--- config.mk ---
export PLATFORM = sky130hd
export DESIGN_NAME = led_chaser
export DESIGN_NICKNAME = d
export VERILOG_FILES = /design/src/rtl/led_chaser.sv
export SDC_FILE = /design/constraint.sdc
export NUM_CORES = 1
export LEC_CHECK = 0
export CORE_UTILIZATION = 49
export CTS_CLUSTER_SIZE = 30
export DETAILED_ROUTE_END_ITERATION = 12
export HOLD_SLACK_MARGIN = 0.1
export PLACE_DENSITY_LB_ADDON = 0.25
export REMOVE_ABC_BUFFERS = 1
export SLEW_MARGIN = 15
export SYNTH_ARGS = -nofsm -noshare
export SYNTH_HDL_FRONTEND = slang
export SYNTH_SLANG_ARGS = --single-unit
--- constraint.sdc ---
create_clock -name clk -period 2.05 [get_ports clk]
set_input_delay 0.615 -clock clk [delete_from_list [all_inputs] [get_ports clk]]
set_output_delay 0.615 -clock clk [all_outputs]
set_load 0.02 [all_outputs]
--- src/rtl/led_chaser.sv ---
// LED pattern chaser: each rising edge of blink steps one of four patterns
// across the output bus, with a synchronous seed load and a wrap pulse every WIDTH steps.
module led_chaser #(
    parameter int WIDTH = 8
) (
    input  logic             clk,
    input  logic             rst,
    input  logic             blink,
    input  logic             enable,
    input  logic [1:0]       mode,
    input  logic             load,
    input  logic [WIDTH-1:0] seed,
    output logic [WIDTH-1:0] leds,
    output logic             wrap
);

    localparam int CNT_W = (WIDTH > 2) ? $clog2(WIDTH) : 1;
    localparam logic [CNT_W-1:0] LAST_STEP = CNT_W'(WIDTH - 1);
    localparam logic [WIDTH-1:0] ALL_ONES  = '1;

    typedef enum logic [1:0] {
        MODE_ROT_LEFT  = 2'b00,
        MODE_ROT_RIGHT = 2'b01,
        MODE_BOUNCE    = 2'b10,
        MODE_FILL      = 2'b11
    } mode_t;

    typedef enum logic {
        LEFT  = 1'b0,
        RIGHT = 1'b1
    } dir_t;

    typedef enum logic {
        FILL  = 1'b0,
        DRAIN = 1'b1
    } fill_t;

    logic             blink_q;
    dir_t             dir, dir_next;
    fill_t            fill_st, fill_next;
    logic [CNT_W-1:0] step_cnt, cnt_next;
    logic [WIDTH-1:0] leds_next;
    logic             wrap_next;
    logic             step;
    logic [WIDTH-1:0] fill_val;
    logic [WIDTH-1:0] drain_val;

    // A held-high blink yields one step; blink_q tracks blink even while disabled,
    // so re-enabling during a high blink produces no step.
    assign step      = blink & ~blink_q & enable;
    assign fill_val  = {leds[WIDTH-2:0], 1'b1};
    assign drain_val = {leds[WIDTH-2:0], 1'b0};

    // NOTE: sequential state uses non-blocking assignments so every register
    // samples the pre-edge values, independent of statement order.
    always_ff @(posedge clk or posedge rst) begin
        if (rst) begin
            blink_q  <= 1'b0;
            leds     <= WIDTH'(1);
            dir      <= LEFT;
            fill_st  <= FILL;
            step_cnt <= '0;
            wrap     <= 1'b0;
        end else begin
            blink_q  <= blink;
            leds     <= leds_next;
            dir      <= dir_next;
            fill_st  <= fill_next;
            step_cnt <= cnt_next;
            wrap     <= wrap_next;
        end
    end

    // NOTE: every output of this block gets a default before any branch,
    // which is what keeps the combinational logic free of inferred latches.
    always_comb begin
        leds_next = leds;
        dir_next  = dir;
        fill_next = fill_st;
        cnt_next  = step_cnt;
        wrap_next = 1'b0;

        if (load) begin
            leds_next = seed;
            dir_next  = LEFT;
            fill_next = FILL;
            cnt_next  = '0;
        end else if (step) begin
            if (step_cnt == LAST_STEP) begin
                cnt_next  = '0;
                wrap_next = 1'b1;
            end else begin
                cnt_next = step_cnt + 1'b1;
            end

            unique case (mode_t'(mode))
                MODE_ROT_LEFT: begin
                    leds_next = {leds[WIDTH-2:0], leds[WIDTH-1]};
                end
                MODE_ROT_RIGHT: begin
                    leds_next = {leds[0], leds[WIDTH-1:1]};
                end
                MODE_BOUNCE: begin
                    // Reverse at the end bit so the lit pattern reflects off the edge.
                    if (dir == LEFT) begin
                        if (leds[WIDTH-1]) begin
                            dir_next  = RIGHT;
                            leds_next = leds >> 1;
                        end else begin
                            leds_next = leds << 1;
                        end
                    end else begin
                        if (leds[0]) begin
                            dir_next  = LEFT;
                            leds_next = leds << 1;
                        end else begin
                            leds_next = leds >> 1;
                        end
                    end
                end
                MODE_FILL: begin
                    if (fill_st == FILL) begin
                        leds_next = fill_val;
                        if (fill_val == ALL_ONES) begin
                            fill_next = DRAIN;
                        end
                    end else begin
                        leds_next = drain_val;
                        if (drain_val == '0) begin
                            fill_next = FILL;
                        end
                    end
                end
                default: begin
                    leds_next = leds;
                end
            endcase
        end
    end

endmodule

==> results.sh <==
export IMPL_yosys_area_top_type="dfrtp_1"
export IMPL_setup_viol=0
export IMPL_min_path_cells=2
export IMPL_vias=958
export IMPL_clkPwrFrac_pct=23.9
export IMPL_seqPwrFrac_pct=47.0
export IMPL_path_class="reg -> out"
export IMPL_dpl_cell_area_um2=1315
export IMPL_maxCapViolations=0
export IMPL_antenna_cells=0
export IMPL_placedCellCount=166
export IMPL_synth_edff_count=0
export IMPL_viasPerCell=5.635
export IMPL_synthesis_area_um2=1022
export IMPL_nFillCells=171
export IMPL_final_antenna_net_count=0
export IMPL_p_leak_nw=0.6027
export IMPL_die_height_um=47.68
export IMPL_fin_crit_ps=1911
export IMPL_synthTopCellsByArea="dfrtp_1 34%, a21oi_1 5.4%, mux2i_1 4.9%"
export IMPL_cts_tree="done"
export IMPL_synth_common_cells="14 x dfrtp_1, 12 x nor2_1, 11 x a21oi_1, 11 x nand2_1, 8 x o21ai_0"
export IMPL_grt_usage_pct=25.10
export IMPL_clock_skew_ps=0.6671
export IMPL_drt_iter0_drc=31
export IMPL_critPathMaxFanout=10
export IMPL_root_buffer="clkbuf_4"
export IMPL_tightest_slew_ps=590.6
export IMPL_path_clk_slew_ps=90
export IMPL_start_kind="flop"
export IMPL_synthMostInstantiatedCell="dfrtp_1"
export IMPL_fin_ws_ps=139.0
export IMPL_internal_power_uw=496.0
export IMPL_rrSetupSlack_ps=460
export IMPL_synthCells=113
export IMPL_fin_area_um2=1343
export IMPL_rsz0062_at_grt="no"
export IMPL_layoutNonFillerInstCount=170
export IMPL_power_switching_uw=241.0
export IMPL_fp_row_count=16
export IMPL_drt_total_wl_um=2384
export IMPL_ys_ff_latch=15
export IMPL_crit_path_end_kind="output port"
export IMPL_die_w_um=47.68
export IMPL_outcome="finished, final reports clean"
export IMPL_pre_cts_slack_ps=-148.1
export IMPL_crit_buf_inv=1
export IMPL_reg2regPathDepth=5
export IMPL_post_cts_setup_buffers=0
export IMPL_ys_seq_area_share_pct=36.84
export IMPL_wl_per_cell_um=14.02
export IMPL_grt_first_pass_wirelength_um=3953
export IMPL_synth_top_area_share_pct=34.27
export IMPL_areaGrowthSynthToFinish_pct=31.33
export IMPL_async_reset_ff_share_pct=100.0
export IMPL_drc=0
export IMPL_final_seq_area_um2=376.6
export IMPL_cts_buffers=3
export IMPL_clock_latency_ps=300
export IMPL_fmax_ghz=0.5233
export IMPL_dieArea_um2=2273
export IMPL_combPwrFrac_pct=29.1
export IMPL_cpLargestDelayFamily="flip-flops"
export IMPL_place_congestion=0.9007
export IMPL_avgSynthCellArea_um2=9.046
export IMPL_holdWs_ps=547.2
export IMPL_maxSlewHeadroom_pct=60.59
export IMPL_drv_slew=0
export IMPL_dp_hpwl_um=1758
export IMPL_post_route_period_util_pct=93.22
export IMPL_crit_slowest_cell="dfstp_2"
export IMPL_holdCritPathClass="reg -> reg"
export IMPL_grt_max_degree=24
export IMPL_critPathMaxStageDelay_ps=640
export IMPL_drt_pass1_iter_count=4
export IMPL_cts_num_sinks=15
export IMPL_final_nets=161
export IMPL_cp_depth=1
export IMPL_cp_data_arrival_time_ps=1300
export IMPL_io_buffers=23
export IMPL_grt_overflow=0
export IMPL_cts_buffer_depth=2
export IMPL_ys_types=35
export IMPL_synth_ff_type="dfrtp_1"
export IMPL_grt_pass1_vias=877
export IMPL_boundaryPins=24
export IMPL_core_area_um2=1962
export IMPL_ctsHtreeMaxLevel=1
export IMPL_ys_warn_count=0
export IMPL_final_layout_size_suffix_gt1_share_pct=17.48
export IMPL_p_sw_share_pct=32.70
export IMPL_hold_viol_final=0
export IMPL_peakVddDrop_uv=434.4
export IMPL_cp_cell_sequence="dlygate4sd2_1"
export IMPL_grt_antenna_before_repair=0
export IMPL_powerDensity_nw_per_um2=549.0
export IMPL_multi_input_area_um2=553.0
export IMPL_holdBufCountCts=0
export IMPL_crit_required_ps=1430
export IMPL_initial_core_util_pct=52.10
==> power groups by stage <==
| stage | registers [mW] | clock network (mW) | logic [mW] |
|---|---|---|---|
| CTS | 0.346 | 0.183 | 0.216 |
| finish | 0.346 | 0.176 | 0.215 |
| floorplan | 0.368 | 0 | 0.0849 |
| global placement | 0.351 | 0 | 0.215 |
| detailed placement | 0.352 | 0 | 0.220 |
| global route | 0.350 | 0.197 | 0.234 |
==> worst paths after layout <==
check / endpoint / from
worst max-delay path: leds[0] / leds[0]$_DFFE_PP1P_
worst min-delay path: step_cnt[1]$_DFFE_PP0P_ / step_cnt[1]$_DFFE_PP0P_
worst max register to register: leds[3]$_DFFE_PP0P_ / dir$_DFFE_PP0P_
worst min register to register: step_cnt[1]$_DFFE_PP0P_ / step_cnt[1]$_DFFE_PP0P_
max in group asynchronous: wrap$_DFF_PP0_ / rst
min in group asynchronous: step_cnt[2]$_DFFE_PP0P_ / rst
==> layout make-up <==
type	count	area share (%)
clock inverter	1	0.3728
multi-input combinational	83	41.19
sequential	15	28.05
clock buffer	3	1.678
tap	27	2.516
timing repair buffer	34	24.23
inverter	7	1.957
==> timing repair <==
item,4_1_cts,5_1_grt
resized for setup,4,2
endpoints found under the setup margin,4,2
hold endpoints to repair,0,0
==> placed cells by master, fill, tap and decap left out, drive strengths merged, types with 2 or more instances in the layout <==
cell,n
dlygate4sd2,4
nand2b,3
nand3,2
mux2,3
nand2,11
a21oi,13
a211oi,3
o21ai,8
dlymetal6s2s,2
buf,11
inv,7
nor3,3
o31ai,4
a221oi,2
clkdlybuf4s50,17
ha,2
clkbuf,3
a22o,2
mux2i,5
nor2,12
dfrtp,14
==> flip-flops by register name, summed over array words and instances (netlist names) <==
register,count
step_cnt,3
wrap,1
leds,8
dir,1
fill_st,1
blink_q,1
==> metrics by stage <==
step	setup TNS [ps]	util [%]	power [mW]
3_5_place_dp	-866.6	67.03	0.5722
5_1_grt	0	68.43	0.7804
3_3_place_gp	-352.3	67.03	0.5652
4_1_cts	0	68.18	0.7444
2_1_floorplan	0	-	0.4530
6_report	0	68.43	0.7371
==> routing by layer <==
layer / global-route usage [%] / part of all wire [%] / up-vias
li1: - / - / 461
met1: 32.24 / 45 / 467
met2: 41.64 / 49 / 26
met3: 5.660 / 4.5 / 4
met4: 8.889 / 0.92 / 0
met5: 0 / 0 / -
==> kinds of logic (layout without fill, tap and decap cells) <==
group	count (synthesis)	after routing	share of synthesized area, %
muxes	8	8	8.201
and+or+nand+nor	37	37	18.24
DFF	15	15	36.84
adders and majority gates	2	2	2.448
AOI/OAI and AO/OA	36	36	25.22
buffers and inverters	15	45	9.058
Note: power is estimated with default switching activity, not from simulation.
==> edit 1 (same settings) <==
Register the output `wrap` once more, without a reset; this adds one clock of latency there. The other outputs are not delayed to match.
--- a/src/rtl/led_chaser.sv
+++ b/src/rtl/led_chaser.sv
@@ -37,2 +37,4 @@
 
+    logic wrap_s0;
+
     logic             blink_q;
@@ -62,3 +64,3 @@
             step_cnt <= '0;
-            wrap     <= 1'b0;
+            wrap_s0  <= 1'b0;
         end else begin
@@ -69,3 +71,3 @@
             step_cnt <= cnt_next;
-            wrap     <= wrap_next;
+            wrap_s0  <= wrap_next;
         end
@@ -140,2 +142,6 @@
 
+    always_ff @(posedge clk) begin
+        wrap <= wrap_s0;
+    end
+
 endmodule
Check against the original RTL: same outputs for any inputs over 10 cycles, from zero or initial values and one cycle with rst high; that may be too few to reach the edited logic, so the function may still have changed.
==> edit 1 against the unedited design <==
  * Final cell count fell by 7.1%
  * Wire length fell by 3.1%
  * Worst hold slack got worse by 0.20 ns
  * Largest power group unchanged
  * Area after synthesis fell by 8.7%
  * Total power rose by 5.6%
  * Critical path depth did not move
  * Synthesized cell count fell by 9.7%
  * Register-to-register slack improved by 0.14 ns
  * Cell area fell by 4.0%
  * Setup slack got worse by 0.068 ns
  * Sequential cell count rose by 1
  * Sequential power rose by 4%
  * Non-clock buffer count fell by 1
==> edit 1: results (changes against the unedited design) <==
The area of combinational cells with multiple inputs is 499.2 um^2 (-9.7%), and the portion of netlist area occupied by mux cells is 5.362% (-2.8 points). For the pin count of the biggest net entering global routing, the log shows 23 (-4.2%). The register area is 396.6 um^2 (+5.3%), and the number of register bits inferred by synthesis is 16 (+1). The relative area of non-clock buffer cells in the final design came out at 24.37% (+0.14 points). The multi-input combinational gate total is 77 (-7.2%). In the post-synthesis netlist, the biggest area contributors are sky130_fd_sc_hd__dfrtp_1 (38%), sky130_fd_sc_hd__nor3b_1 (5.6%), sky130_fd_sc_hd__a21oi_1 (5.4%). The overall track demand over capacity in global routing was 24.79% (-0.31 points); the detailed placement HPWL was 1762 um (+0.26%). The flow ran to the end, and the final reports show no timing, DRC or antenna violations.

For this design, the slowest cell found on the critical path is sky130_fd_sc_hd__clkdlybuf4s50_1. The slew at the pin with the worst max-slew slack was 0.5877 ns (-0.002862 ns). For the number of violations reported at the end of detailed-routing iteration 0, the log shows 11 (-65%). The number of nets in the layout was 151 (-6.2%). The detailed-route wire length per cell came out at 14.62 um (+4.3%). The proportion of cell area spent on the clock network was 2.816% (+0.77 points); the maximum clock skew at final layout was 0.003337 ns (+0.002670 ns).

The complex-gate fraction of the synthesized area was 22.25% (-3.0 points); the area share of fa/ha/maj cells after synthesis was 2.681% (+0.23 points). The tools report the count of unique library cells instantiated by Yosys as 38 (+8.6%). The largest delay contributor family on the critical path is buffers and inverters. The tools report the pre-CTS worst setup slack as -0.03728 ns (+0.1108 ns). The last weighted congestion value of the routability-driven placer came out at 0.8549 (-5.1%). The run gives 0.5833 nW (-3.2%) as the static leakage power. In the synthesized netlist, the cells that appear most often are sky130_fd_sc_hd__dfrtp_1 (14), sky130_fd_sc_hd__a21oi_1 (10), sky130_fd_sc_hd__nand2_1 (10).

The share of final-layout standard cells stronger than drive strength 1 was 16.54% (-0.94 points); the wire length of the first global-routing pass was 3643 um (-7.8%). The mean number of vias per cell was 5.633 (about the same). The run gives 1.36 ns (+0.06 ns) as the signal arrival time at the worst endpoint. Worst vdd rail ir drop: 0.4070 mV (-6.3%).

The number of fillers in the final layout is 153 (-11%). The share of synthesized flip-flops with an asynchronous set or reset came out at 93.75% (-6.3 points). The maximum fanout encountered on the critical timing path works out to 6 (-4). For the clock tree buffer count of the final layout, the log shows 4 (+1).
edit 1: timing repair:
| action | 4_1_cts | 5_1_grt |
|---|---|---|
| gates cloned | 0 | 0 |
| setup endpoints to repair | 1 | 4 |
| resized for setup | 1 | 4 |
edit 1: through the flow:
step	utilization, %	cells	hold slack [ns]	instance area (um^2)
CTS	72.48	158	0.3520	1279
finish	73.05	158	0.3492	1289
floorplan	-	96	0.3242	907.1
global route	73.05	158	0.3561	1289
detailed placement	70.50	154	0.3306	1244
global placement	70.50	154	0.3336	1244
edit 1: per-layer routing:
metal / track usage, % / up-vias / wire length [um]
met4: 7.273 / 0 / 34
met2: 43.14 / 20 / 1151
met5: 0 / - / 0
met3: 6.349 / 5 / 88
li1: - / 435 / -
met1: 29.70 / 430 / 1036
edit 1: cell families after synthesis:
| logic type | count (synthesis) |
|---|---|
| AND/OR/NAND/NOR | 38 |
| adder cells (fa/ha/maj) | 2 |
| buffers and inverters | 9 |
| flip-flops | 16 |
| multiplexers | 5 |
| AO/OA/AOI/OAI | 32 |
edit 1: power by group through the flow:
stage	sequential, mW	clock, mW	combinational [mW]
4_1_cts	0.361	0.215	0.207
2_1_floorplan	0.385	0	0.0785
5_1_grt	0.365	0.231	0.220
6_report	0.361	0.213	0.204
3_5_place_dp	0.367	0	0.207
3_3_place_gp	0.366	0	0.202
edit 1: worst paths after layout:
path / endpoint / startpoint / slack [ns] / depth (start not counted)
max: leds[3] / leds[3] / 0.07 / 1
min: wrap / wrap_s0 / 0.35 / 0
max reg2reg: leds[7] / leds[0] / 0.60 / 6
min reg2reg: wrap / wrap_s0 / 0.35 / 0
max in group asynchronous: step_cnt[2] / rst / 1.00 / 2
min in group asynchronous: leds[3] / rst / 0.67 / 2
==> edit 2 (config.mk and constraints unchanged) <==
Without the edit above. Change the parameter `WIDTH` from 8 to 32.
--- a/src/rtl/led_chaser.sv
+++ b/src/rtl/led_chaser.sv
@@ -3,3 +3,3 @@
 module led_chaser #(
-    parameter int WIDTH = 8
+    parameter int WIDTH = 32
 ) (
Ports: changed (resized leds and seed); port bits go from 24 to 72. The function was not compared with the original's and may differ.
==> edit 2 against the unedited design <==
  * Core utilization grew 3.3 points
  * Area after synthesis rose by 140%
  * Total power rose to 2.9 times the old value
  * Wire length grew to 2.9 times the old value
  * Global-route usage up 1.9 points
  * Sequential power rose to 2.8 times the old value
  * Cell area grew to 2.6 times the old value
  * Setup slack worse by 0.10 ns
  * Sequential cell count up 26
  * Register-to-register slack worse by 0.22 ns
  * Worst hold slack gained 0.021 ns
  * Critical path type unchanged
  * Largest cell class unchanged
  * Largest power group unchanged
==> edit 2: results (changes against the unedited design) <==
The run finished with clean final reports. The portion of netlist area occupied by mux cells came out at 11.80% (+3.6 points). The H-tree level count was 2 (+1). The wire length after detailed routing came out at 6846 um (+190%).

On the critical path the largest part of the delay comes from buffers and inverters. The relative area of non-clock buffer cells in the final design came out at 26.79% (+2.6 points). The placed instance area came out at 3336 um^2 (+150%).

The tools report the fraction of the yosys area taken by sequential cells as 41.57% (+4.7 points). The proportion of cell area spent on the clock network came out at 2.515% (+0.46 points). The area share of fa/ha/maj cells after synthesis is 1.013% (-1.4 points).

Pin count of the biggest net entering global routing: 29 (+21%). The maximum fanout encountered on the critical timing path is 6 (-4), and the flop-to-flop setup slack is 0.24 ns (-0.22 ns). The time the worst path needs with I/O delays and setup came out at 2.011 ns (+0.09970 ns). The critical path starts at leds[10].

The maximum clock skew at final layout came out at 0.007048 ns (+0.006381 ns). For the last weighted congestion value of the routability-driven placer, the log shows 0.8310 (-7.7%). The run gives 4.972% (-0.69 points) as the met3 global-route usage. The slowest stage of the critical path belongs to the cell sky130_fd_sc_hd__clkdlybuf4s50_1. The root buffer cell chosen for the clock tree is sky130_fd_sc_hd__clkbuf_8. The number of ordinary inverters in the final layout is 4 (-3), and the post-synthesis cell count is 265 (+130%).

The area of combinational cells with multiple inputs came out at 1301 um^2 (+140%). The run gives 2437 (+150%) as the via count. In the final layout, the registers with the most flip-flops are leds (32), step_cnt (5). In this run the critical register-to-register path is captured at step_cnt[3].

The total of buffers placed on input and output ports is 71 (+210%). Number of placed cells counting well taps: 403 (+140%). The logs give 10960 um (+180%) for the wire length of the first global-routing pass and 0.3138 mV (-28%) for the worst vdd rail ir drop. In this run the worst setup path terminates at leds[10]. For the number of violations reported at the end of detailed-routing iteration 0, the log shows 178 (+470%). Share of final-layout standard cells stronger than drive strength 1: 11.08% (-6.4 points). The run gives 3004 um (+180%) as the detailed-route wire length on metal 1. The count of unique library cells instantiated by Yosys was 46 (+31%); the number of sinks handled by clock tree synthesis was 41 (+26). The logs give 198 (+140%) for the multi-input combinational gate total and 42.49% (+0.85 points) for the global routing met2 resource utilization. In this run the critical register-to-register path is launched from step_cnt[0]. The run gives 37.83% (+5.6 points) as the global routing usage on met1. The run gives 2221 (+150%) as the number of global-route vias before repair.

The clock tree buffer count of the final layout came out at 7 (+4).
==> edit 2: report_power, final <==
group          internal [mW]  switching (mW)  leakage [nW]
combinational          0.341           0.312         0.932
clock                  0.267           0.268        0.0443
sequential             0.878           0.105         0.510
total                   1.49           0.684          1.49
==> edit 2: worst min-delay path by stage <==
stage                startpoint  cells past startpoint          end
floorplan           step_cnt[4]                      2  step_cnt[4]
global placement    step_cnt[4]                      2  step_cnt[4]
detailed placement  step_cnt[3]                      2  step_cnt[3]
CTS                 step_cnt[3]                      2  step_cnt[3]
global route        step_cnt[4]                      2  step_cnt[4]
finish              step_cnt[4]                      2  step_cnt[4]
==> edit 2: timing repair <==
| action | CTS | global route |
|---|---|---|
| endpoints found under the setup margin | 1 | 5 |
| gates cloned | 0 | 0 |
| resized for setup | 1 | 5 |
==> edit 2: cells by family (layout without fill, tap and decap cells) <==
family | after synthesis | after routing
compound gates | 87 | 87
simple gates | 80 | 80
mux | 29 | 29
buf+inv | 26 | 104
fa+ha+maj | 2 | 2
flops | 41 | 41
